## src/rtl/fifo_pkg.sv

```systemverilog
`default_nettype none
// ============================================================================
//  Module      : fifo_pkg
//  Description : Shared constants and helpers for the FIFO read-side packer.
//                Provides the default entry width and pack ratio, the width
//                of a lane counter, and a count-to-keep-mask conversion.
//  Revision    : 1.0 - initial release
// ============================================================================
package fifo_pkg;

    localparam int c_data_width_default   = 8;
    localparam int c_pack_ratio_default   = 4;
    // A lane counter must represent 0..PACK_RATIO inclusive.
    localparam int c_lane_count_w_default = $clog2(c_pack_ratio_default + 1);
    // Widest keep mask keep_mask() can build; callers narrow it with a size cast.
    localparam int c_keep_max             = 32;

    // Mask with the lower `count` bits set. For example, count 3 gives ...0111.
    function automatic logic [c_keep_max-1:0] keep_mask(input int count);
        logic [c_keep_max-1:0] v_mask;
        v_mask = '0;
        for (int i = 0; i < c_keep_max; i++) begin
            if (i < count) begin
                v_mask[i] = 1'b1;
            end
        end
        return v_mask;
    endfunction

endpackage
`default_nettype wire

```

## src/rtl/stream_out_reg.sv

```systemverilog
`default_nettype none
// ============================================================================
//  Module      : stream_out_reg
//  Description : Single-entry valid/ready output register with a keep mask.
//                The producer asserts `load` only when the slot is free, which
//                means !out_valid || out_ready. Data and keep hold stable while
//                the word is stalled.
//  Ports       : clk, rst_n            - clock, asynchronous active-low reset
//                load                  - capture load_data/load_keep, raise valid
//                load_data, load_keep  - word to present
//                out_ready             - downstream ready
//                out_data, out_keep    - presented word and lane mask
//                out_valid             - stream valid
//  Revision    : 1.0 - initial release
// ============================================================================
module stream_out_reg #(
    parameter int DATA_WIDTH = 32,
    parameter int KEEP_WIDTH = 4
) (
    input  logic                  clk,
    input  logic                  rst_n,
    input  logic                  load,
    input  logic [DATA_WIDTH-1:0] load_data,
    input  logic [KEEP_WIDTH-1:0] load_keep,
    input  logic                  out_ready,
    output logic [DATA_WIDTH-1:0] out_data,
    output logic [KEEP_WIDTH-1:0] out_keep,
    output logic                  out_valid
);

    logic [DATA_WIDTH-1:0] r_data;
    logic [KEEP_WIDTH-1:0] r_keep;
    logic                  r_valid;

    // A load in the accepting cycle takes priority, so valid stays high and
    // back-to-back words flow without a bubble.
    always_ff @(posedge clk or negedge rst_n) begin
        if (!rst_n) begin
            r_data  <= '0;
            r_keep  <= '0;
            r_valid <= 1'b0;
        end else if (load) begin
            r_data  <= load_data;
            r_keep  <= load_keep;
            r_valid <= 1'b1;
        end else if (r_valid && out_ready) begin
            r_valid <= 1'b0;
        end
    end

    assign out_data  = r_data;
    assign out_keep  = r_keep;
    assign out_valid = r_valid;

endmodule
`default_nettype wire

```

## src/rtl/fifo_read_packer.sv

```systemverilog
`default_nettype none
// ============================================================================
//  Module      : fifo_read_packer
//  Description : Pops DATA_WIDTH entries from fifo_top in the read domain and
//                packs PACK_RATIO consecutive entries into one wide word on a
//                valid/ready stream. The first popped entry goes to lane 0.
//                A flush pulse emits any partial word with a keep mask.
//  Ports       : read_clock, read_reset_n - clock, asynchronous active-low reset
//                fifo_empty, read_data    - FIFO status and data. Data is valid
//                                           one cycle after a pop.
//                read_enable              - pop request (combinational)
//                flush, flush_busy        - flush request pulse and busy status
//                out_data, out_keep,
//                out_valid, out_ready     - packed output stream
//  Revision    : 1.0 - initial release
// ============================================================================
module fifo_read_packer
    import fifo_pkg::*;
#(
    parameter int DATA_WIDTH = c_data_width_default,
    parameter int PACK_RATIO = c_pack_ratio_default   // 2 .. c_keep_max
) (
    input  logic                             read_clock,
    input  logic                             read_reset_n,
    input  logic                             fifo_empty,
    input  logic [DATA_WIDTH-1:0]            read_data,
    output logic                             read_enable,
    input  logic                             flush,
    output logic                             flush_busy,
    output logic [DATA_WIDTH*PACK_RATIO-1:0] out_data,
    output logic [PACK_RATIO-1:0]            out_keep,
    output logic                             out_valid,
    input  logic                             out_ready
);

    localparam int c_lane_w = $clog2(PACK_RATIO + 1);
    localparam int c_word_w = DATA_WIDTH * PACK_RATIO;

    logic [PACK_RATIO-1:0][DATA_WIDTH-1:0] r_acc;
    logic [c_lane_w-1:0]                   r_lane_count;
    logic                                  r_pending;
    logic                                  r_flush_active;

    logic                w_slot_free;
    logic                w_acc_full;
    logic                w_xfer;
    logic                w_room;
    logic                w_flush_settled;
    logic                w_flush_partial;
    logic                w_flush_done;
    logic                w_load;
    logic [PACK_RATIO-1:0] w_load_keep;
    logic [c_word_w-1:0] w_load_data;
    logic [c_lane_w-1:0] w_cap_lane;
    logic [c_lane_w-1:0] w_lane_base;
    logic [c_lane_w-1:0] w_lane_next;

    // ------------------------------------------------------------------
    // Pop control
    // ------------------------------------------------------------------
    assign w_slot_free = !out_valid || out_ready;
    assign w_acc_full  = (r_lane_count == c_lane_w'(PACK_RATIO));
    assign w_xfer      = w_acc_full && w_slot_free;

    // An in-flight pop also reserves a lane. One extra bit keeps the sum from
    // wrapping when PACK_RATIO+1 is a power of two.
    assign w_room = ({1'b0, r_lane_count} + (c_lane_w + 1)'(r_pending))
                    < (c_lane_w + 1)'(PACK_RATIO);

    assign read_enable = !fifo_empty && !r_flush_active && (w_room || w_xfer);

    // ------------------------------------------------------------------
    // Flush control. It waits for any in-flight pop to land, then resolves
    // in one of three ways: nothing to send, a partial word, or a full
    // word sent through the normal transfer path.
    // ------------------------------------------------------------------
    assign w_flush_settled = r_flush_active && !r_pending;
    assign w_flush_partial = w_flush_settled && (r_lane_count != '0) && !w_acc_full
                             && w_slot_free;
    assign w_flush_done    = w_flush_settled
                             && ((r_lane_count == '0) || w_flush_partial || w_xfer);

    assign flush_busy = r_flush_active;

    // ------------------------------------------------------------------
    // Word assembly. The keep mask follows lane_count, so a full transfer
    // gives all ones. Lanes not yet filled are forced to zero.
    // ------------------------------------------------------------------
    assign w_load      = w_xfer || w_flush_partial;
    assign w_load_keep = PACK_RATIO'(keep_mask(int'(r_lane_count)));

    for (genvar g = 0; g < PACK_RATIO; g++) begin : g_lane
        assign w_load_data[g*DATA_WIDTH +: DATA_WIDTH] =
            w_load_keep[g] ? r_acc[g] : '0;
    end

    // A capture that coincides with a transfer starts the next word in lane 0.
    assign w_cap_lane  = w_xfer ? '0 : r_lane_count;
    assign w_lane_base = w_load ? '0 : r_lane_count;
    assign w_lane_next = w_lane_base + c_lane_w'(r_pending);

    always_ff @(posedge read_clock or negedge read_reset_n) begin
        if (!read_reset_n) begin
            r_acc          <= '0;
            r_lane_count   <= '0;
            r_pending      <= 1'b0;
            r_flush_active <= 1'b0;
        end else begin
            r_pending    <= read_enable;
            r_lane_count <= w_lane_next;
            for (int i = 0; i < PACK_RATIO; i++) begin
                if (r_pending && (w_cap_lane == c_lane_w'(i))) begin
                    r_acc[i] <= read_data;
                end
            end
            // A new flush request is ignored while one is already active.
            if (r_flush_active) begin
                r_flush_active <= !w_flush_done;
            end else begin
                r_flush_active <= flush;
            end
        end
    end

    // ------------------------------------------------------------------
    // Output register
    // ------------------------------------------------------------------
    stream_out_reg #(
        .DATA_WIDTH (c_word_w),
        .KEEP_WIDTH (PACK_RATIO)
    ) u_stream_out_reg (
        .clk       (read_clock),
        .rst_n     (read_reset_n),
        .load      (w_load),
        .load_data (w_load_data),
        .load_keep (w_load_keep),
        .out_ready (out_ready),
        .out_data  (out_data),
        .out_keep  (out_keep),
        .out_valid (out_valid)
    );

endmodule
`default_nettype wire

```

## config.mk

```make
export PLATFORM = sky130hd
export DESIGN_NAME = fifo_read_packer
export DESIGN_NICKNAME = d
export VERILOG_FILES = /design/src/rtl/fifo_pkg.sv /design/src/rtl/stream_out_reg.sv /design/src/rtl/fifo_read_packer.sv
export SDC_FILE = /design/constraint.sdc
export NUM_CORES = 1
export LEC_CHECK = 0
export CORE_UTILIZATION = 40
export DETAILED_ROUTE_END_ITERATION = 8
export PLACE_DENSITY = 0.69
export SLEW_MARGIN = 5
export SYNTH_ARGS = -nofsm -noshare
export SYNTH_HDL_FRONTEND = slang
export SYNTH_SLANG_ARGS = --single-unit
```

## constraint.sdc

```tcl
create_clock -name read_clock -period 3.3 [get_ports read_clock]
set_clock_uncertainty 0.1 [all_clocks]
set_input_delay 0.66 -clock read_clock [delete_from_list [all_inputs] [get_ports read_clock]]
set_output_delay 0.66 -clock read_clock [all_outputs]
set_load 0.02 [all_outputs]
```

==> reports/results.txt <==
IO Pins: 52
main combinational cell family by area after synthesis: multiplexers
initial antenna violation count: 0
Root Buffer: clkbuf_8
max cap viols: 0
Die Ht: 89.4 um
maximum vdd drop: 0.419 mV
pre-CTS WS: 0.408 ns
fin crit period: 2.88 ns
area added between synthesis and finish: 26.5%
WL/cell: 16.3 um
synthesized area per cell: 13.8 sq um
Syn Std Cell Area: 3060 sq um
P_sw: 0.00148 W
port bufs: 51
worst-path fanout max: 2
Seq/Total Area, Yosys: 0.606
CP arrival: 2.12 ns
area fraction in compound gates after synthesis: 0.142
Internal Power: 0.00265 W
Worst Slack Setup Final: 0.419 ns
fmax: 347 MHz
Mapped Cells: 222
diode count: 0
fin area: 3860 sq um
TritonRoute pass-1 iters: 4
outcome: finished clean
fin nets: 290
Synthesized Nets: 237
clock-pin slew on the worst setup and hold paths: 0.08 ns
CTS tree: yes
Synth Area in Simple Gates: 0.0504
Critical Path RT: 2.54 ns
die area: 7990 sq um
Slew headroom: 0.472
startpoint types: input port
flops & latches, synth: 74
WL final: 6190 um
Cells after DPL: 363
CTS Hold Bufs: 0
Net Sw Frac: 0.358
CP Class: in -> out
post-synthesis adder-cell area fraction: 0.00819
H-tree depth: 3
CTS resizes: 0
CTS sink cnt: 74
number of global-route vias before repair: 2082
clock network power share: 0.186
Skew-Pair Late Insertion Delay: 0.35 ns
initial core utilization: 0.417
slew at the pin closest to its max-slew limit: 0.790 ns
RSZ-0062 raised after global routing: false
DR iter-0 viols: 95
Final Hold Viols: 0
grt ovf: 0
depth of the worst register-to-register path: 3
Placed Area: 3650 sq um
final worst-path cycle share: 0.873
Hold/Removal Path Class: in -> async
Filler cells: 621
share of cells above drive strength 1: 0.239
Slew Viols, Final: 0
Post-DP HPWL: 4270 um
Worst setup EP type: output pin
RD Place Congestion: 0.802
num rows: 31
post-synthesis xor/xnor area fraction: 0
via/cell ratio: 5.30
DIE WIDTH: 89.4 um
Tot GR Track Use: 0.177
global-route wire length before repair: 10200 um
Pwr Density: 1070 nW/um^2
Yosys cell types: 34
antenna-violating nets left: 0
Post-CTS Setup Inserts: 0
largest net degree at the start of global routing: 29
Comb pwr share: 0.422
drt drc: 0
yosys warns: 0
post-synthesis mux area share: 0.151
P_leak: 1.62 nW
part of the power in registers: 0.392
via count: 2010
total power: 0.00414 W
final setup TNS: 0 ns
Non-Filler Instances: 379
Num CTS Buffers: 9
CORE AREA: 7330 sq um
final setup vio count: 0
Max clock buf depth: 2
-- critical path: stages --
cell	delay [ns]
clkdlybuf4s50_1	0.41
nor2b_1	0.15
o21ai_0	0.09
a32o_1	0.27
clkdlybuf4s50_1	0.54
-- per-stage QoR --
stage               utilization  hold slack [ns]
finish                    0.527            0.204
global route              0.527            0.218
CTS                       0.527            0.202
detailed placement        0.497            0.360
global placement          0.497            0.350
floorplan                     -            0.264
-- sequential cells by signal, indices dropped and copies added (netlist names) --
name,flops
u_stream_out_reg.out_data,32
r_pending,1
flush_busy,1
u_stream_out_reg.out_valid,1
u_stream_out_reg.out_keep,4
r_acc,32
r_lane_count,3
-- cells by family (layout without fill, tap and decap cells) --
kind of cell / count (synthesis) / count (layout)
compound gates: 52 / 52
fa+ha+maj: 2 / 2
buf+inv: 26 / 84
flops: 74 / 74
mux: 40 / 40
simple gates: 28 / 28
-- layer usage --
layer	wire length, um	vias to the layer above	global-route usage
li1	-	931	-
met1	2750	1027	0.220
met2	3070	45	0.288
met3	289	7	0.0702
met4	83	0	0.0519
met5	0	-	0
-- final timing paths --
kind,slack (ns),end,start
setup reg to reg,1.16,r_acc[2],r_lane_count[0]
hold reg to reg,0.38,u_stream_out_reg.out_data[11],r_acc[11]
min in group read_clock,0.38,u_stream_out_reg.out_data[11],r_acc[11]
hold / removal,0.20,u_stream_out_reg.out_data[11],read_reset_n
max in group asynchronous,2.11,u_stream_out_reg.out_data[20],read_reset_n
setup / recovery,0.42,read_enable,out_ready
-- power by group through the flow --
stage | Sequential, W | Combinational, W | Clock (W)
after floorplan | 0.00178 | 0.000983 | 0
after global routing | 0.00168 | 0.00189 | 0.000832
after CTS | 0.00162 | 0.00176 | 0.000789
after global placement | 0.00162 | 0.00172 | 0
after detailed placement | 0.00164 | 0.00176 | 0
final | 0.00162 | 0.00175 | 0.000769
-- layout by cell type (no fill, tap or decap), drive strengths merged, types with 8 or more instances in the layout --
master / synthesis / routed
clkdlybuf4s50: 0 / 50
mux2: 40 / 40
clkbuf: 11 / 10
a22o: 16 / 16
dfrtp: 74 / 74
nand3: 9 / 9
o2111ai: 8 / 8
inv: 10 / 10
o211ai: 12 / 12
buf: 5 / 8
-- cells in the mapped netlist --
master | number | share of area
or3_1 | 1 | 0.0020
a221o_1 | 1 | 0.0033
a32o_1 | 1 | 0.0033
or2_1 | 1 | 0.0020
o21a_1 | 1 | 0.0025
mux2_4 | 3 | 0.015
and3_1 | 1 | 0.0020
a21oi_1 | 2 | 0.0033
nand3_1 | 9 | 0.015
mux2_2 | 37 | 0.14
inv_1 | 10 | 0.012
a22o_1 | 16 | 0.046
o211ai_1 | 11 | 0.027
a2bb2oi_1 | 2 | 0.0057
nor3_1 | 2 | 0.0033
nor2_1 | 3 | 0.0037
buf_6 | 4 | 0.015
ha_1 | 2 | 0.0082
o211ai_2 | 1 | 0.0041
dfrtp_1 | 74 | 0.61
a211oi_2 | 2 | 0.0082
a211o_1 | 1 | 0.0029
o2111ai_1 | 8 | 0.023
nand2_1 | 3 | 0.0037
clkbuf_1 | 11 | 0.014
o31ai_1 | 2 | 0.0049
o21ai_0 | 2 | 0.0033
nor3_2 | 1 | 0.0033
nor2b_1 | 2 | 0.0041
nand2b_1 | 4 | 0.0082
a211oi_1 | 1 | 0.0025
buf_2 | 1 | 0.0016
and4b_1 | 1 | 0.0033
a21boi_0 | 1 | 0.0025
-- layout make-up --
| type | instances | area [sq um] | area share |
|---|---|---|---|
| sequential | 74 | 1850 | 0.479 |
| multi-input combinational | 122 | 1070 | 0.278 |
| inverter | 10 | 37.5 | 0.00971 |
| clock inverter | 6 | 91.3 | 0.0236 |
| timing repair buffer | 58 | 558 | 0.144 |
| tap | 99 | 124 | 0.0320 |
| clock buffer | 10 | 128 | 0.0330 |
(Power assumes the default switching activity.)
